[src/rtl/l1_mem_arbiter.sv]
// Shares one main-memory port between the L1 I-cache refill path and the D-cache refill/writeback path.
// Line bursts of BURST_LEN words; L1_ARB_ROUND_ROBIN_EN alternates grants on contention (fixed D>I otherwise).
module l1_mem_arbiter #(
  parameter int BURST_LEN = 4,
  parameter int ADDR_W    = 32,
  parameter int DATA_W    = 32
) (
  input  logic              clock,
  input  logic              reset,
  input  logic              i_req,
  input  logic [ADDR_W-1:0] i_addr,
  output logic [DATA_W-1:0] i_rdata,
  output logic              i_rvalid,
  output logic              i_done,
  input  logic              d_req,
  input  logic              d_we,
  input  logic [ADDR_W-1:0] d_addr,
  input  logic [DATA_W-1:0] d_wdata,
  output logic              d_wready,
  output logic [DATA_W-1:0] d_rdata,
  output logic              d_rvalid,
  output logic              d_done,
  output logic              mem_req,
  output logic              mem_we,
  output logic [ADDR_W-1:0] mem_addr,
  output logic [DATA_W-1:0] mem_wdata,
  input  logic              mem_ready,
  input  logic [DATA_W-1:0] mem_rdata,
  output logic              busy
);

  localparam int BW = $clog2(BURST_LEN);
  localparam logic [ADDR_W-1:0] LINE_MASK = ~ADDR_W'(BURST_LEN * 4 - 1);

  typedef enum logic [1:0] {IDLE, GNT_I, GNT_D} state_t;

  state_t            state;
  logic [BW-1:0]     beat;
  logic [ADDR_W-1:0] base;
  logic              we;
  logic              pick_d;
  logic              last_beat;
  logic              gnt_i;
  logic              gnt_d;

`ifdef L1_ARB_ROUND_ROBIN_EN
  logic last_grant;  // 1 = D completed last, 0 = I

  always_comb begin
    pick_d = d_req && (!i_req || !last_grant);
  end
`else
  always_comb begin
    pick_d = d_req;
  end
`endif

  assign last_beat = (beat == BW'(BURST_LEN - 1));

  always_ff @(posedge clock or negedge reset) begin
    if (!reset) begin
      state <= IDLE;
      beat  <= '0;
      base  <= '0;
      we    <= 1'b0;
`ifdef L1_ARB_ROUND_ROBIN_EN
      last_grant <= 1'b0;
`endif
    end else begin
      case (state)
        IDLE: begin
          beat <= '0;
          if (pick_d) begin
            state <= GNT_D;
            base  <= d_addr & LINE_MASK;
            we    <= d_we;
          end else if (i_req) begin
            state <= GNT_I;
            base  <= i_addr & LINE_MASK;
            we    <= 1'b0;
          end
        end
        default: begin
          // A stalled beat holds everything; the counter wraps to 0 on the final beat.
          if (mem_ready) begin
            beat <= beat + 1'b1;
            if (last_beat) begin
              state <= IDLE;
`ifdef L1_ARB_ROUND_ROBIN_EN
              last_grant <= (state == GNT_D);
`endif
            end
          end
        end
      endcase
    end
  end

  assign gnt_i = (state == GNT_I);
  assign gnt_d = (state == GNT_D);
  assign busy  = gnt_i | gnt_d;

  assign mem_req   = busy;
  assign mem_we    = gnt_d & we;
  assign mem_addr  = busy ? base + ADDR_W'({beat, 2'b00}) : '0;
  assign mem_wdata = mem_we ? d_wdata : '0;

  assign i_rvalid = gnt_i & mem_ready;
  assign i_rdata  = i_rvalid ? mem_rdata : '0;
  assign i_done   = i_rvalid & last_beat;

  assign d_rvalid = gnt_d & ~we & mem_ready;
  assign d_wready = gnt_d & we & mem_ready;
  assign d_rdata  = d_rvalid ? mem_rdata : '0;
  assign d_done   = gnt_d & mem_ready & last_beat;

endmodule

[config.mk]
export PLATFORM = sky130hd
export DESIGN_NAME = l1_mem_arbiter
export DESIGN_NICKNAME = d
export VERILOG_FILES = /design/src/rtl/l1_mem_arbiter.sv
export SDC_FILE = /design/constraint.sdc
export NUM_CORES = 1
export LEC_CHECK = 0
export ABC_AREA = 1
export CELL_PAD_IN_SITES_DETAIL_PLACEMENT = 1
export CELL_PAD_IN_SITES_GLOBAL_PLACEMENT = 2
export CORE_UTILIZATION = 13
export CTS_CLUSTER_SIZE = 16
export DETAILED_ROUTE_END_ITERATION = 10
export GPL_ROUTABILITY_DRIVEN = 1
export PLACE_DENSITY = 0.93
export SYNTH_ARGS = -nofsm -noshare
export SYNTH_HDL_FRONTEND = slang
export SYNTH_SLANG_ARGS = --single-unit
[constraint.sdc]
create_clock -name clock -period 3.56 [get_ports clock]
set_clock_uncertainty 0.15 [all_clocks]
set_input_delay 1.068 -clock clock [delete_from_list [all_inputs] [get_ports clock]]
set_output_delay 1.068 -clock clock [all_outputs]
set_load 0.1 [all_outputs]
After elaboration in Yosys (flattened, before gate mapping)

Cells that the tools add are included.
Widths: inputs -> output; s select.

Register bits: 37
Input bits: 134
Output and inout bits: 136
Word-level logic and storage cells: 41

Add/subtract/negate cells: 2
Equal/unequal tests: 4
Muxes and demuxes: 15
Bitwise logic cells: 10
Reduce and logical (&&, ||, !) cells: 6

Operators with widths:

| operator            | number |
|---|---|
| $mux 32             | 6 |
| $add 32x4->32       | 1 |
| $mux 2              | 7 |
| $and 1x1->1         | 8 |
| $reduce_bool 2->1   | 3 |
| $eq 2x2->1 const B  | 2 |
| $ne 3x3->1 const B  | 1 |
| $reduce_and 3->1    | 1 |
| $add 2x1->2 const B | 1 |
| $eq 2x1->1 const B  | 1 |
| $logic_not 2->1     | 1 |
| $mux 1              | 2 |
| $reduce_and 2->1    | 1 |
| $not 1->1           | 1 |
| $or 1x1->1          | 1 |

Longest topological paths before layout

Word-level depth: 4
Mapped depth: 8
Depth with buffers taken out: 7

Least setup slack after synthesis

OpenSTA, ideal clock, no wires.

Path type: input-to-output
Start point: in mem_ready
End point: out d_rdata[22]
Arrival: 2.698 ns
Data required time: 2.342 ns
Slack: -0.356 ns
Cell stages on the path: 3
Path buffers: 1
Path through: nand3_1 clkbuf_1 nor2_1

Word-level cells in the longest chain between the ends: 2

RTL lines:

| item            | RTL line | text |
|---|---|---|
| start, declared | 27       | `input logic mem_ready,` |
| $and 1x1->1     | 112      | `assign d_rvalid = gnt_d & ~we & mem_ready;` |
| $mux 32         | 114      | `assign d_rdata = d_rvalid ? mem_rdata : '0;` |
| end, declared   | 20       | `output logic [DATA_W-1:0] d_rdata,` |

Every way passes these cells.

Worst setup path in the final report

Start point: in mem_ready
End point: out d_rdata[27]

The elaborated chain is that of the path after synthesis.

==> metrics.txt <==
post-layout min period=3410 ps; Fmax=approximately 290 MHz; max-slew violation count=0; Critical R2R Capture=base[20]; # diodes=0; routed vias/inst=3.70; largest net degree at the start of global routing=52; WHS Path Cells=2; clock slew at reported path FFs=60 ps; Pwr Density=a little under 900 mW/mm^2; Placed Area=0.00705 mm^2; vias in the first global route=4017; Hold EP=state[1]; io pins=270; Synth cell types=14; multi-input logic area=0.00134 mm^2; grt total ovfl=0; layout cells sized above 1=0.266; critical path class=in2out; area leader, netlist=dfrtp_1; worst min path class=reg2reg; Most used DFF post-synth=dfrtp_1; Top Family by Delay on Critical Path=buffers and inverters; ys async rst share=1.00; via count=3750; Die W=146 um; cell count after synthesis=495; data required time of the worst path=2340 ps; CTS tree=yes; crit-path max FO=12; crit path DAT=2190 ps; Max transition margin=0.433; worst reg-to-reg path cell count=7; Sink Count=33; CTS Root Cell=clkbuf_16; Syn Area/Cell=5.42 um^2; Ys Warns=0; routed len/inst=13.6 um; final setup vio count=0; row cnt=52; PnR Total Power=0.00629 W; worst r2r src=state[0]; most instantiated cells after synthesis=nand2_1 (154), inv_1 (134), nor2_1 (103); IO Port Bufs=around 260; first drt pass iteration count=4; fillers=2359; remaining antenna violation count=0; CP endpoint kind=output port; crit path buf inv count=3; CP Cell Sequence=clkdlybuf4s15_2 > nand3_1 > buf_4 > nor2_1 > buf_12; crit-path max cell delay=between 200 and 300 ps; Routability Congestion=0.779; final core occ=0.356; Final Hold Slack=364 ps; initial core utilization=0.133; reg-to-reg setup timing slack=around 1800 ps; EDFF count, synth=0; first-pass GRT wire length=21700 um; initial antenna violation count=1; worst-margin pin slew=850 ps; slowest CP cell=clkdlybuf4s15_2; Leak=3.61 nW; Num CTS Buffers=5; Tcrit/Tclk final=0.958; area delta synth->final=169%; DRC=0; worst vdd ir=0.431 mV; Synth Register Bits=33; RSZ-0062 raised after global routing=no; Routed WL=13800 um; worst skew pair latency=280 ps; max_cap viols=0; Global Route Usage Sum=0.131; post-synthesis sequential area ratio=0.308; nets=a little under 900; Die ar.=0.0212 mm^2; Die H=146 um; register area=826 um^2; setup TNS=0 ps; Cell Area, Synth=0.00268 mm^2; number of cells on the critical path=5; main area contributors after synthesis=dfrtp_1 (31%), nand2_1 (22%), inv_1 (19%); CORE AREA=a little over 0.02 mm^2; Critical Path Start Type=primary input; top-area cell type share of the netlist area=0.308; Post-Layout Inst Area=0.00721 mm^2; Max clock buf depth=2; 1st-iter DRT viols=51; min-delay src=state[1]; final hold vios=0; outcome=completed; top-count cell post-synth=nand2_1; HPWL Detailed=11500 um; htree depth=2
[state kept, by name (all words and copies together), names as in the netlist]
name   count
state      2
beat       2
we         1
base      28
[stage by stage]
stage | instances | setup WS [ps]
CTS | 1014 | 107
finish | 1014 | 151
global route | 1014 | 52.2
global placement | 1006 | -251
detailed placement | 1006 | -324
floorplan | 496 | -356
[worst reg2reg max path: stages, from the launching register on]
cell and delay [ps]:
dfrtp_1 400, inv_1 120, ha_1 210, inv_1 100
a21oi_4 240, buf_12 270, nand2_1 90, o21ai_1 90
[how the worst max path moves through the flow]
stage | from | to | slack, ps
after floorplan | mem_ready | d_rdata[22] | -360
after global placement | mem_ready | d_rdata[25] | -250
after detailed placement | mem_ready | d_rdata[24] | -320
after CTS | mem_ready | d_rdata[24] | 110
after global routing | mem_ready | d_rdata[27] | 50
final | mem_ready | d_rdata[27] | 150
[layout by cell type, fill, tap and decap left out]
cell             Yosys  final
clkdlybuf4s15_2      0      1
o21ai_0             10     10
nand2_2              0      1
a21oi_4              0      1
ha_1                 5      5
buf_2                4      1
inv_2                1      1
nand3_1              5      5
conb_1               1      2
o21ai_1             21     21
clkdlybuf4s50_1      0    123
clkbuf_8             0      2
inv_1              134    134
buf_4                6      4
nand2_1            154    153
dfrtp_1             33     33
nor2_2               0     43
clkinv_2             0      1
nor2_1             103     60
clkbuf_16            0      5
buf_12               0    138
[area by class of cell]
class	instances	share of cell area
Clock inverter	1	0.000694
Tap cell	270	0.0469
Timing Repair Buffer	267	0.560
Clock buffer	7	0.0212
Inverter	135	0.0703
Sequential cell	33	0.115
Multi-Input combinational cell	301	0.186
[per-layer routing]
metal	up-vias	global-route usage	part of all wire
li1	1858	-	-
met1	1715	0.144	0.40
met2	165	0.246	0.51
met3	10	0.0395	0.073
met4	2	0.0253	0.0096
met5	-	0	0.00094
[report_power, final]
group	internal (W)	switching (W)	leakage (nW)	total, W
Clock	0.000296	0.000167	0.0799	0.000463
Combinational	0.00168	0.00349	3.12	0.00518
Sequential	0.000550	0.0000965	0.412	0.000647
Total	0.00253	0.00376	3.61	0.00629
[timing repair]
action / CTS / global route
gates resized for setup: 3 / 0
setup endpoints to repair: 67 / 0
hold buffers: 0 / 0
buffers inserted: 0 / 0
[cell families after synthesis]
group | synth area share
other cells | 0.00140
flops | 0.308
compound gates | 0.0611
buf+inv | 0.237
simple gates | 0.369
fa+ha+maj | 0.0233
(Power assumes the default switching activity.)
